### src/rtl/regfile_scoreboard.sv
// Register file with per-register busy scoreboard: ID claims destinations, WB writes and releases.
// Define REGFILE_BYPASS_EN to forward same-cycle WB data and readiness to the read ports.
module regfile_scoreboard #(
  parameter int DATA_W   = 8,
  parameter int ADDR_W   = 2,
  parameter int ZERO_REG = 0
) (
  input  logic                    clk,
  input  logic                    rst,
  input  logic [ADDR_W-1:0]       rd1_addr,
  input  logic [ADDR_W-1:0]       rd2_addr,
  output logic [DATA_W-1:0]       rd1_data,
  output logic [DATA_W-1:0]       rd2_data,
  output logic                    rd1_busy,
  output logic                    rd2_busy,
  input  logic                    iss_valid,
  input  logic [ADDR_W-1:0]       iss_dst,
  output logic                    iss_ready,
  input  logic                    wb_valid,
  input  logic [ADDR_W-1:0]       wb_addr,
  input  logic [DATA_W-1:0]       wb_data,
  input  logic                    flush,
  output logic [(1<<ADDR_W)-1:0]  busy_vec,
  output logic                    err_wb
);
  localparam int NREGS = 1 << ADDR_W;

  logic [NREGS-1:0][DATA_W-1:0] regs_q, regs_d;
  logic [NREGS-1:0]             busy_q, busy_d;
  logic                         err_q, err_d;
  logic                         iss_zero, wb_en, claim;

  function automatic logic is_zero(input logic [ADDR_W-1:0] a);
    return (ZERO_REG != 0) && (a == '0);
  endfunction

  assign iss_zero  = is_zero(iss_dst);
  assign wb_en     = wb_valid & ~is_zero(wb_addr);
  // A WB to the same register in the same cycle frees it for the new claim.
  assign iss_ready = ~flush & (iss_zero | ~busy_q[iss_dst] | (wb_valid & (wb_addr == iss_dst)));
  assign claim     = iss_valid & iss_ready & ~iss_zero;

  always_comb begin
    regs_d = regs_q;
    busy_d = busy_q;
    err_d  = err_q;
    if (wb_en) begin
      regs_d[wb_addr] = wb_data;
      busy_d[wb_addr] = 1'b0;
      if (!flush && !busy_q[wb_addr]) err_d = 1'b1;
    end
    // Set after clear so a same-cycle claim keeps the register busy.
    if (claim) busy_d[iss_dst] = 1'b1;
    if (flush) busy_d = '0;
  end

  always_ff @(posedge clk) begin
    if (rst) begin
      regs_q <= '0;
      busy_q <= '0;
      err_q  <= 1'b0;
    end else begin
      regs_q <= regs_d;
      busy_q <= busy_d;
      err_q  <= err_d;
    end
  end

  always_comb begin
    rd1_data = regs_q[rd1_addr];
    rd1_busy = busy_q[rd1_addr];
    rd2_data = regs_q[rd2_addr];
    rd2_busy = busy_q[rd2_addr];
`ifdef REGFILE_BYPASS_EN
    if (wb_valid && (wb_addr == rd1_addr)) begin
      rd1_data = wb_data;
      rd1_busy = 1'b0;
    end
    if (wb_valid && (wb_addr == rd2_addr)) begin
      rd2_data = wb_data;
      rd2_busy = 1'b0;
    end
`endif
    if (is_zero(rd1_addr)) begin
      rd1_data = '0;
      rd1_busy = 1'b0;
    end
    if (is_zero(rd2_addr)) begin
      rd2_data = '0;
      rd2_busy = 1'b0;
    end
  end

  assign busy_vec = busy_q;
  assign err_wb   = err_q;

endmodule

### config.mk
export PLATFORM = sky130hd
export DESIGN_NAME = regfile_scoreboard
export DESIGN_NICKNAME = d
export VERILOG_FILES = /design/src/rtl/regfile_scoreboard.sv
export SDC_FILE = /design/constraint.sdc
export NUM_CORES = 1
export LEC_CHECK = 0
export BUFFER_PORTS_ARGS = -buffer_cell sky130_fd_sc_hd__clkbuf_2
export CORE_ASPECT_RATIO = 1.75
export CORE_MARGIN = 2
export CORE_UTILIZATION = 57
export DETAILED_ROUTE_END_ITERATION = 16
export PLACE_DENSITY = 0.89
export SKIP_CTS_REPAIR_TIMING = 1
export SKIP_LAST_GASP = 1
export SYNTH_ARGS = -nofsm -noshare
export SYNTH_HDL_FRONTEND = slang
export SYNTH_SLANG_ARGS = --single-unit
### constraint.sdc
create_clock -name clk -period 3.1 [get_ports clk]
set_clock_uncertainty 0.05 [all_clocks]
set_input_delay 0.465 -clock clk [delete_from_list [all_inputs] [get_ports clk]]
set_output_delay 0.465 -clock clk [all_outputs]
set_load 0.1 [all_outputs]
Word-level counts from Yosys, hierarchy flattened --
Cells that the tools add are included.
Operators by class: $lt $le $gt $ge 6, bitwise operators 9, muxes and demuxes 21, equal/unequal tests 1, reductions and logical operators 7
Operators with widths (count):
- $bmux 8 s2 | 2
- $bwmux 32 | 1
- $mux 8 | 3
- $demux 8 s2 | 1
- $lt 2x3->1 const B | 4
- $bmux 1 s2 | 4
- $mux 4 | 2
- $mux 1 | 6
- $and 4x4->4 | 1
- $demux 1 s2 | 2
- $ge 2x1->1 const B | 2
- $not 4->4 | 1
- $or 4x4->4 | 1
- $and 1x1->1 | 3
- $logic_and 1x1->1 | 3
- $eq 2x2->1 | 1
- $logic_not 1->1 | 2
- $not 1->1 | 2
- $reduce_and 2->1 | 1
- $reduce_or 2->1 | 1
- $or 1x1->1 | 1
Word-level totals: output and inout port bits 24, flip-flop bits (word level) 37, word-level logic and storage cells 50, input bits 21

Longest topological paths before layout --
Gate-level depths: netlist (run 1).
word-level depth 9, depth in mapped cells 6, mapped depth without buffers 4

Worst setup path before layout (run 1) --
Ideal clock, no wire load.
path kind reg2out, start register busy_q[0], in the netlist busy_vec[0], end output port iss_ready, buffers on the path 0, cell stages (with the launch flop) 3, data required time 2.585 ns, setup slack 0.566 ns, data arrival time 2.019 ns, cells stage by stage dfxtp_1 mux2_4 o311ai_4
Between the ends: longest elaborated chain between the ends 5
Ends and longest elaborated chain:
- start, declared | RTL line 29 | logic [NREGS-1:0] busy_q, busy_d;
- start signal, assigned | RTL line 64 | busy_q <= busy_d;
- $bmux 1 s2 | RTL line 40 | assign iss_ready = ~flush & (iss_zero | ~busy_q[iss_dst] | (wb_valid & (wb_addr == iss_dst)));
- $mux 1 (not written as such) | RTL line 40
- $not 1->1 | RTL line 40
- $or 1x1->1 | RTL line 40
- $and 1x1->1 | RTL line 40
- end, declared | RTL line 18 | output logic iss_ready,
No other way between the ends. The select of a mux whose other input is x is not followed.

Final worst setup path (run 1) --
start input port iss_dst[1], end output port iss_ready
Between the ends: longest elaborated chain between the ends 5, elaborated cells between the ends (all ways) 7, classes of those cells eq/ne: 1; mux: 2; bitwise: 4
Ends and longest elaborated chain:
- start, declared | RTL line 17 | input logic [ADDR_W-1:0] iss_dst,
- $bmux 1 s2 | RTL line 40
- $mux 1 (not written as such) | RTL line 40
- $not 1->1 | RTL line 40
- $or 1x1->1 * | RTL line 40
- $and 1x1->1 * | RTL line 40
Mark *: on every way between the ends. The rest lies on a longest branch, timed or not. The select of a mux whose other input is x is not followed.

==> reports/qor.csv, run 1 <==
stage,metric,value,unit
timing,setup_viol,0,
clock_network,cts_made_buffers,5,
synth,synth_area,0.001892,mm2
place,place.gp.congestion,0.7842,
finish,syn_to_final_growth,15.21,%
clock_network,clk_pin_slew_worst_paths,60,ps
timing,worstMarginPinSlew,736.2,ps
synth,yosysTopAreaCell,dfxtp_1,
synth,synth_fp_nets,201,
drt,drc,0,
clock_network,cts_root_buf,clkbuf_8,
job,drv_cap,0,
power,p_leak,0.8960,nW
finish,layout.nets,238,
drt,ant_nets,0,
die,rows,27,
die,dieArea,0.003814,mm2
die,die_x,47.55,um
global_route,antenna_found_initial,0,
synth,synth.area.top_cells,"dfxtp_1, mux4_2, mux2i_1",
finish,fin_area,0.002180,mm2
timing,final_max_slew_viol_count,0,
place,port_buffers,44,
die,initial_core_util,59.57,%
worst_setup_path,worstPathMaxFanout,7,
place,dpl_worst_slack,783.6,ps
power,finalPower,1.057,mW
timing,post-route-period-util,74.84,%
clock_network,clk_latency,290,ps
drt,routed_wl,4304,um
timing,setup_ws,780.1,ps
timing,min_period,2320,ps
worst_setup_path,crit_required,2580,ps
die,core_area,0.003176,mm2
finish,layout-drive-gt1-share,34.10,%
synth,synth_seq_cells,37,
place,dpl-instance-area,0.002093,mm2
worst_setup_path,arrival,1800,ps
timing,timing.slew.headroom,50.81,%
synth,synth.top_cell.area_share,39.15,%
worst_setup_path,critPathLaunchType,input port,
clock_network,clk_path_buf_depth,2,
die,die-height,80.21,um
clock_network,clock_sinks,37,
power,p_per_area,485.2,mW/mm2
worst_hold_path,worst_hold_path_type,in -> reg,
global_route,grt_max_degree,35,
drt,vias,1523,
finish,antenna_cells,0,
synth,synth_area_per_cell,10.51,um2
worst_setup_path,crit_type,in -> out,
die,top_level_ports,45,
drt,routedWlPerCell,16.55,um
global_route,grt_pass1_wl,6637,um
drt,drt_iter0_drc,37,
timing,finalHoldViolations,0,
clock_network,ctsHtreeMaxLevel,2,
global_route,track_usage,25.02,%
drt,drtPass1Iterations,4,
drt,post_drt_via_cell_ratio,5.858,
timing,clock.fmax,431.1,MHz
synth,synth_cell_type_count,22,
global_route,grt_overflow,0,
place,place_hpwl,3070,um
global_route,grt_pass1_vias,1519,
clock_network,cts_tree,yes,
synth,ys_seq_area_share,39.15,%
power,ir_worst_vdd,0.0004401,V
worst_setup_path,endpoint_kind,output port,
synth,postSynthCellCount,180,
timing,rsz0062_at_grt,no,
outcome,status,"finished, final reports clean",
synth,yosysWarnings,0,
timing,finalSetupTns,0,ps
routing by layer:
layer  part of all wire [%]  vias to the layer above  global-route usage, %
li1                       -                      720                      -
met1                     37                      735                  26.48
met2                     55                       60                  42.84
met3                    5.4                        8                  5.618
met4                    2.4                        0                  13.78
met5                      0                        -                      0
worst paths after layout:
check               from         end  slack, ps  cells past startpoint
min           wb_data[1]  regs_q[25]        390                      3
max reg2reg  busy_vec[3]      err_wb       1810                      4
min reg2reg   regs_q[14]  regs_q[14]        420                      2
max           iss_dst[1]   iss_ready        780                      4
critical path: stages:
cell      delay, ps
clkbuf_2        170
mux2_4          330
o311ai_4        310
clkbuf_2        520
cell type report:
type                            count  area, um2
Tap cell                           43      53.80
Clock buffer                        7      86.33
Fill cell                         253      996.0
Timing Repair Buffer               45      227.7
Multi-Input combinational cell    128       1071
Sequential cell                    37      740.7
cell usage in the layout, fill, tap and decap left out, types with 2 or more instances in the layout:
cell type and count:
xnor2_1 2, clkbuf_2 44, nor2_1 21, mux4_2 19, nand2_1 36, a21oi_1 16, dfxtp_1 37, nand3b_1 2
mux2i_1 17, nor3b_1 3, clkbuf_8 6, a32o_1 3
cells by family (layout without fill, tap and decap cells):
| logic type | after synthesis | in the layout | synth area share (%) |
|---|---|---|---|
| simple gates | 68 | 68 | 15.61 |
| mux | 37 | 37 | 32.41 |
| flops | 37 | 37 | 39.15 |
| compound gates | 21 | 21 | 7.673 |
| buf+inv | 15 | 52 | 4.232 |
| xor+xnor | 2 | 2 | 0.9261 |
registers in the layout (all words and copies together) (netlist names):
name      flops
busy_vec      4
err_wb        1
regs_q       32
through the flow:
stage | util, % | hold WS, ps | std cells
after floorplan | - | 392.9 | 180
after global placement | 65.92 | 399.4 | 253
after detailed placement | 65.92 | 413.1 | 253
after CTS | 68.64 | 384.2 | 260
after global routing | 68.64 | 398.2 | 260
final | 68.64 | 390.7 | 260
power breakdown:
| part | total [mW] | internal [mW] | switching, mW |
|---|---|---|---|
| registers | 0.503 | 0.491 | 0.0115 |
| logic | 0.220 | 0.0610 | 0.159 |
| clock network | 0.335 | 0.176 | 0.159 |
| total | 1.06 | 0.728 | 0.329 |
Yosys cell counts, drive strengths merged:
master	n
nor2	21
nor3b	4
nand3b	2
buf	9
clkbuf	6
o311ai	1
o2bb2ai	1
nand4b	1
mux2	1
a32o	3
dfxtp	37
nand3	1
nor3	1
mux2i	17
xnor2	2
and3	1
or2	1
a21oi	16
mux4	19
nand2	36
(Power assumes the default switching activity.)
==> run 2, diff against run 1 <==
--- a/config.mk
+++ b/config.mk
@@ -8,9 +8,9 @@
 export BUFFER_PORTS_ARGS = -buffer_cell sky130_fd_sc_hd__clkbuf_2
 export CORE_ASPECT_RATIO = 1.75
 export CORE_MARGIN = 2
-export CORE_UTILIZATION = 57
+export CORE_UTILIZATION = 53
 export DETAILED_ROUTE_END_ITERATION = 16
-export PLACE_DENSITY = 0.89
+export PLACE_DENSITY = 0.84
 export SKIP_CTS_REPAIR_TIMING = 1
 export SKIP_LAST_GASP = 1
 export SYNTH_ARGS = -nofsm -noshare
==> constraint.sdc (replaced) <==
create_clock -name clk -period 2.26 [get_ports clk]
set_clock_uncertainty 0.05 [all_clocks]
set_input_delay 0.339 -clock clk [delete_from_list [all_inputs] [get_ports clk]]
set_output_delay 0.339 -clock clk [all_outputs]
set_load 0.1 [all_outputs]
==> run 2 against run 1 <==
Die area rose by 7.0%. Clock-buffer cell count did not move. Sequential share of layout area decreased by 0.76 points. Worst hold slack got worse by 130 ps. Sequential power grew 37%. Via count increased by 3.2%.
==> reports/qor.csv, run 2 (synthesized netlist as in run 1, its figures left out) <==
stage,metric,value,unit,change
global_route,grt_pass1_vias,1577,,was 1519
finish,final_common_cell,clkbuf_2,,unchanged
finish,layout.nets,241,,was 238
worst_setup_path,cp_cell_sequence,"clkbuf_2, mux4_2, clkbuf_2",,"was clkbuf_2, mux2_4, o311ai_4, clkbuf_2"
die,top_level_ports,45,,unchanged
global_route,grt_pass1_wl,7659,um,was 6637 um
finish,antenna_cells,0,,unchanged
worst_setup_path,worstPathMaxFanout,9,,was 7
finish,layout.cells.non_filler,266,,was 260
finish,post-route-util,65.83,%,was 68.64%
timing,clock.fmax,498.7,MHz,
worst_setup_path,crit_family,buffers and inverters,,unchanged
finish,top_register,regs_q,,unchanged
worst_setup_path,crit_type,in -> out,,unchanged
timing,timing.slew.headroom,55.73,%,was 50.81%
finish,layout-drive-gt1-share,36.65,%,was 34.10%
power,p_per_area,675.8,mW/mm2,was 485.2 mW/mm2
worst_setup_path,arrival,1620,ps,was 1800 ps
global_route,antenna_found_initial,0,,unchanged
job,drv_cap,0,,unchanged
timing,setup_viol,0,,unchanged
timing,finalHoldViolations,0,,unchanged
worst_hold_path,worst_hold_path_type,in -> reg,,unchanged
drt,drc,0,,unchanged
global_route,grt_max_degree,34,,was 35
power,ir_worst_vdd,0.0006456,V,was 0.0004401 V
worst_setup_path,crit_required,1870,ps,was 2580 ps
clock_network,cts_made_buffers,5,,unchanged
drt,ant_nets,0,,unchanged
place,dpl_worst_slack,267.7,ps,was 783.6 ps
place,dpl-instance-area,0.002136,mm2,was 0.002093 mm2
power,finalPower,1.512,mW,was 1.057 mW
global_route,grt_overflow,0,,unchanged
timing,whs,260.6,ps,was 390.7 ps
clock_network,ctsHtreeMaxLevel,2,,unchanged
worst_setup_path,path_buf_inv,2,,unchanged
worst_setup_path,cpMaxStageDelayCell,mux4_2,,was clkbuf_2
die,rows,28,,was 27
timing,rsz0062_at_grt,no,,unchanged
die,dieArea,0.004082,mm2,was 0.003814 mm2
die,die_x,49.16,um,was 47.55 um
worst_setup_path,cp_slowest_stage_delay,580,ps,was 520 ps
drt,drt_iter0_drc,51,,was 37
place,placed_cells,258,,was 253
timing,setup_ws,254.8,ps,was 780.1 ps
place,port_buffers,44,,unchanged
place,place_hpwl,3276,um,was 3070 um
drt,vias,1572,,was 1523
drt,drtPass1Iterations,4,,unchanged
die,initial_core_util,55.67,%,was 59.57%
finish,fin_area,0.002237,mm2,was 0.002180 mm2
worst_setup_path,critPathLaunchType,input port,,unchanged
clock_network,cts_root_buf,clkbuf_8,,unchanged
timing,post-route-period-util,88.73,%,
power,p_leak,0.9265,nW,was 0.8960 nW
global_route,track_usage,24.47,%,was 25.02%
clock_network,cts_tree,yes,,unchanged
timing,worstMarginPinSlew,661.6,ps,was 736.2 ps
finish,largest_reg_flops,32,,unchanged
finish,syn_to_final_growth,18.25,%,was 15.21%
timing,min_period,2005,ps,
clock_network,clk_path_buf_depth,2,,unchanged
drt,routed_wl,4520,um,was 4304 um
drt,routedWlPerCell,16.99,um,was 16.55 um
place,place.gp.congestion,0.7573,,was 0.7842
clock_network,clock_sinks,37,,unchanged
die,core_area,0.003398,mm2,was 0.003176 mm2
clock_network,clk_latency,290,ps,about the same
finish,final_cell_mix,"clkbuf_2, nand2_1, dfxtp_1",,"was clkbuf_2, dfxtp_1, nand2_1"
worst_setup_path,endpoint_kind,output port,,unchanged
timing,finalSetupTns,0,ps,unchanged
drt,post_drt_via_cell_ratio,5.910,,was 5.858
worst_setup_path,crit_top_cell,clkbuf_2,,unchanged
outcome,status,"finished, final reports clean",,unchanged
timing,final_max_slew_viol_count,0,,unchanged
clock_network,clk_pin_slew_worst_paths,70,ps,was 60 ps
die,die-height,83.04,um,was 80.21 um
run 2: path summary, 6_finish.rpt:
path,start,to,slack [ps],cells after the start
setup / recovery,rd2_addr[0],rd2_data[0],250,3
hold / removal,wb_data[3],regs_q[11],260,3
setup reg to reg,busy_vec[0],busy_vec[2],940,3
hold reg to reg,regs_q[14],regs_q[14],420,2
run 2: power breakdown:
part           total [mW]  switching [mW]  internal (mW)
registers           0.690          0.0168          0.673
logic               0.313           0.221         0.0918
clock network       0.509           0.233          0.276
total                1.51           0.471           1.04
run 2: worst min-delay path, cell delays in order:
cell and delay, ps:
clkbuf_2 110, nand2_1 60, a21oi_1 50
run 2: routing by layer:
metal	track usage [%]	vias to the layer above	wire [um]
li1	-	723	-
met5	0	-	0
met4	12.47	0	125
met2	41.77	65	2438
met1	29.29	772	1739
met3	3.417	12	216
run 2: layout make-up:
type                    count  area [um2]
repair buffers             48       265.3
clock inverters             1       5.005
well taps                  45       56.30
fillers                   293        1161
clock buffers               7       96.34
multi-input cells         128        1071
flip-flops and latches     37       743.2
==> run 3, diff against run 2 <==
--- a/config.mk
+++ b/config.mk
@@ -5,6 +5,7 @@
 export SDC_FILE = /design/constraint.sdc
 export NUM_CORES = 1
 export LEC_CHECK = 0
+export ABC_AREA = 1
 export BUFFER_PORTS_ARGS = -buffer_cell sky130_fd_sc_hd__clkbuf_2
 export CORE_ASPECT_RATIO = 1.75
 export CORE_MARGIN = 2
==> run 3 against run 2 <==
Critical path depth rose by 3. Setup slack improved by 38 ps. Synthesized cell count rose by 64%. Register-to-register slack improved by 120 ps. Largest cell class unchanged. Area after synthesis rose by 2.3%. Global-route usage rose by 6.3 points. Sequential share of layout area fell by 5.7 points. Clock-buffer cell count fell by 2. Utilization rose by 10 points. Largest power group unchanged. Sequential cell count did not move.
==> reports/qor.csv, run 3 <==
stage,metric,value,unit,change
outcome,status,"finished, final reports clean",,unchanged
place,dpl_worst_slack,390.9,ps,was 267.7 ps
die,die-height,83.95,um,was 83.04 um
finish,layout.cells.non_filler,387,,was 266
worst_hold_path,worst_hold_path_type,in -> reg,,unchanged
place,placed_cells,379,,was 258
drt,vias,2249,,was 1572
timing,rsz0062_at_grt,no,,unchanged
synth,synthXorXnorAreaFrac,0,%,was 0.9259%
synth,synth.mux.area_fraction,0,%,was 32.41%
finish,final_cell_mix,"a21oi_1, o21ai_0, nand2_1",,"was clkbuf_2, nand2_1, dfxtp_1"
timing,clock.fmax,508.2,MHz,was 498.7 MHz
global_route,track_usage,30.74,%,was 24.47%
synth,synth_cell_type_count,17,,was 22
clock_network,clk_path_buf_depth,2,,unchanged
synth,synth-main-ff-cell,dfxtp_1,,unchanged
finish,top_register,regs_q,,unchanged
finish,post-route-util,75.86,%,was 65.83%
clock_network,cts_made_buffers,5,,unchanged
synth,synth_area_per_cell,6.539,um2,was 10.51 um2
die,rows,29,,was 28
global_route,grt_max_degree,34,,unchanged
synth,synth_seq_cells,37,,unchanged
worst_setup_path,endpoint_kind,output port,,unchanged
drt,ant_nets,0,,unchanged
timing,finalHoldViolations,0,,unchanged
worst_setup_path,critPathLaunchType,flop,,was input port
synth,synth-simple-area-share,16.61,%,was 15.61%
timing,setup_viol,0,,unchanged
synth,synth.area.top_cells,"dfxtp_1, a21oi_1, o21ai_0",,"was dfxtp_1, mux4_2, mux2i_1"
synth,ys_seq_area_share,38.27,%,was 39.15%
drt,drtPass1Iterations,4,,unchanged
timing,finalSetupTns,0,ps,unchanged
finish,layout-drive-gt1-share,25.81,%,was 36.65%
job,drv_cap,0,,unchanged
synth,yosysTopAreaCell,dfxtp_1,,unchanged
timing,timing.slew.headroom,64.13,%,was 55.73%
synth,synth_most_common_cell,a21oi_1,,was dfxtp_1
power,switching_share,34.09,%,was 31.17%
synth,synth-edff-count,0,,unchanged
clock_network,cts_root_buf,clkbuf_8,,unchanged
timing,whs,155.0,ps,was 260.6 ps
drt,drc,0,,unchanged
clock_network,clk_pin_slew_worst_paths,70,ps,about the same
clock_network,clk_latency,290,ps,about the same
drt,drt_iter0_drc,103,,was 51
power,p_clk_share,34.4,%,was 33.6%
clock_network,clock_sinks,37,,unchanged
synth,synthAdderAreaFrac,0,%,unchanged
drt,routed_wl,5880,um,was 4520 um
synth,yosysWarnings,0,,unchanged
drt,routedWlPerCell,15.19,um,was 16.99 um
global_route,grt_pass1_wl,9963,um,was 7659 um
synth,postSynthCellCount,296,,was 180
finish,layout.nets,361,,was 241
power,p_leak,1.077,nW,was 0.9265 nW
synth,synth.top_cell.area_share,38.27,%,was 39.15%
global_route,grt_overflow,0,,unchanged
power,p_switching,0.6774,mW,was 0.4712 mW
global_route,grt_pass1_vias,2333,,was 1577
synth,synth_fp_nets,317,,was 201
worst_setup_path,arrival,1580,ps,was 1620 ps
worst_setup_path,crit_required,1870,ps,about the same
power,p_per_area,736.6,mW/mm2,was 675.8 mW/mm2
synth,synth_top_family_by_area,compound AO/OA/AOI/OAI gates,,was multiplexers
die,top_level_ports,45,,unchanged
timing,final_max_slew_viol_count,0,,unchanged
power,finalPower,1.987,mW,was 1.512 mW
global_route,antenna_found_initial,0,,unchanged
die,dieArea,0.004170,mm2,was 0.004082 mm2
power,sequentialPowerShare,35.5,%,was 45.6%
finish,final_common_cell,a21oi_1,,was clkbuf_2
die,initial_core_util,54.43,%,was 55.67%
die,die_x,49.68,um,was 49.16 um
synth,synth_area,0.001936,mm2,was 0.001892 mm2
drt,post_drt_via_cell_ratio,5.811,,was 5.910
place,place.gp.congestion,0.7648,,was 0.7573
die,core_area,0.003556,mm2,was 0.003398 mm2
synth,synth_common_cells,"a21oi_1, o21ai_0, nand2_1, dfxtp_1, inv_1",,"was dfxtp_1, nand2_1, nor2_1, mux4_2, mux2i_1"
worst_setup_path,crit_type,reg -> out,,was in -> out
finish,fillers,302,,was 293
timing,worstMarginPinSlew,540.4,ps,was 661.6 ps
clock_network,cts_tree,yes,,unchanged
finish,antenna_cells,0,,unchanged
power,combPwrFrac,30.1,%,was 20.7%
timing,min_period,1968,ps,was 2005 ps
power,internal_power,1.310,mW,was 1.041 mW
clock_network,ctsHtreeMaxLevel,2,,unchanged
worst_setup_path,worstPathMaxFanout,6,,was 9
place,place_hpwl,3925,um,was 3276 um
place,dpl-instance-area,0.002564,mm2,was 0.002136 mm2
place,port_buffers,44,,unchanged
finish,syn_to_final_growth,39.37,%,was 18.25%
finish,fin_area,0.002698,mm2,was 0.002237 mm2
synth,async_flop_share,0,%,unchanged
finish,largest_reg_flops,32,,unchanged
power,ir_worst_vdd,0.0006108,V,was 0.0006456 V
synth,synth_compound_area_share,34.71,%,was 7.672%
timing,post-route-period-util,87.06,%,was 88.73%
timing,setup_ws,292.4,ps,was 254.8 ps
## run 3: cell types whose count changed after synthesis, sizes merged, moves of 3 or more
cell / previous run / this run
a21oi: 16 / 78
o21ai: 0 / 52
inv: 0 / 36
mux4: 19 / 0
mux2i: 17 / 0
nand3: 1 / 7
nand2: 36 / 40
nand4: 0 / 4
nor2: 21 / 25
nor3b: 4 / 0
a32o: 3 / 0
## run 3: area by class of cell
cell class,count,area (um2),share of cell area (%)
Sequential cell,37,743.2,27.55
Multi-Input combinational cell,209,1085,40.21
Clock inverter,3,65.06,2.412
Timing Repair Buffer,51,543.0,20.13
Clock buffer,5,68.82,2.551
Inverter,36,135.1,5.009
Tap cell,46,57.56,2.134
## run 3: worst max-delay path, stage by stage (launching register included)
cell	delay, ps
dfxtp_1	380
nand2_1	90
nand2_1	50
nand2_1	60
nand2_1	110
a21oi_4	130
clkbuf_2	460
## run 3: logic make-up (layout without fill, tap and decap cells)
| kind of cell | after synthesis | after routing |
|---|---|---|
| buf+inv | 50 | 95 |
| flops | 37 | 37 |
| compound gates | 133 | 133 |
| simple gates | 76 | 76 |
## run 3: path summary, 6_finish.rpt
kind	cells past startpoint	start	slack, ps	end
worst max-delay path	6	busy_vec[3]	290	iss_ready
worst max register to register	7	busy_vec[3]	1060	busy_vec[2]
worst min-delay path	2	rst	150	err_wb
worst min register to register	2	regs_q[17]	420	regs_q[17]
## run 3: routing by layer
layer | wire length [um] | GRT usage [%] | vias to the layer above
met5 | 0 | 0 | -
met4 | 246 | 19.19 | 0
met3 | 327 | 5.735 | 24
met2 | 3245 | 55.15 | 87
met1 | 2060 | 31.41 | 1049
li1 | - | - | 1089
## run 3: power by group through the flow
stage	logic [mW]	registers [mW]	clock network, mW
finish	0.598	0.704	0.684
global route	0.633	0.707	0.713
CTS	0.597	0.704	0.683
detailed placement	0.593	0.719	0
global placement	0.582	0.717	0
floorplan	0.373	0.730	0
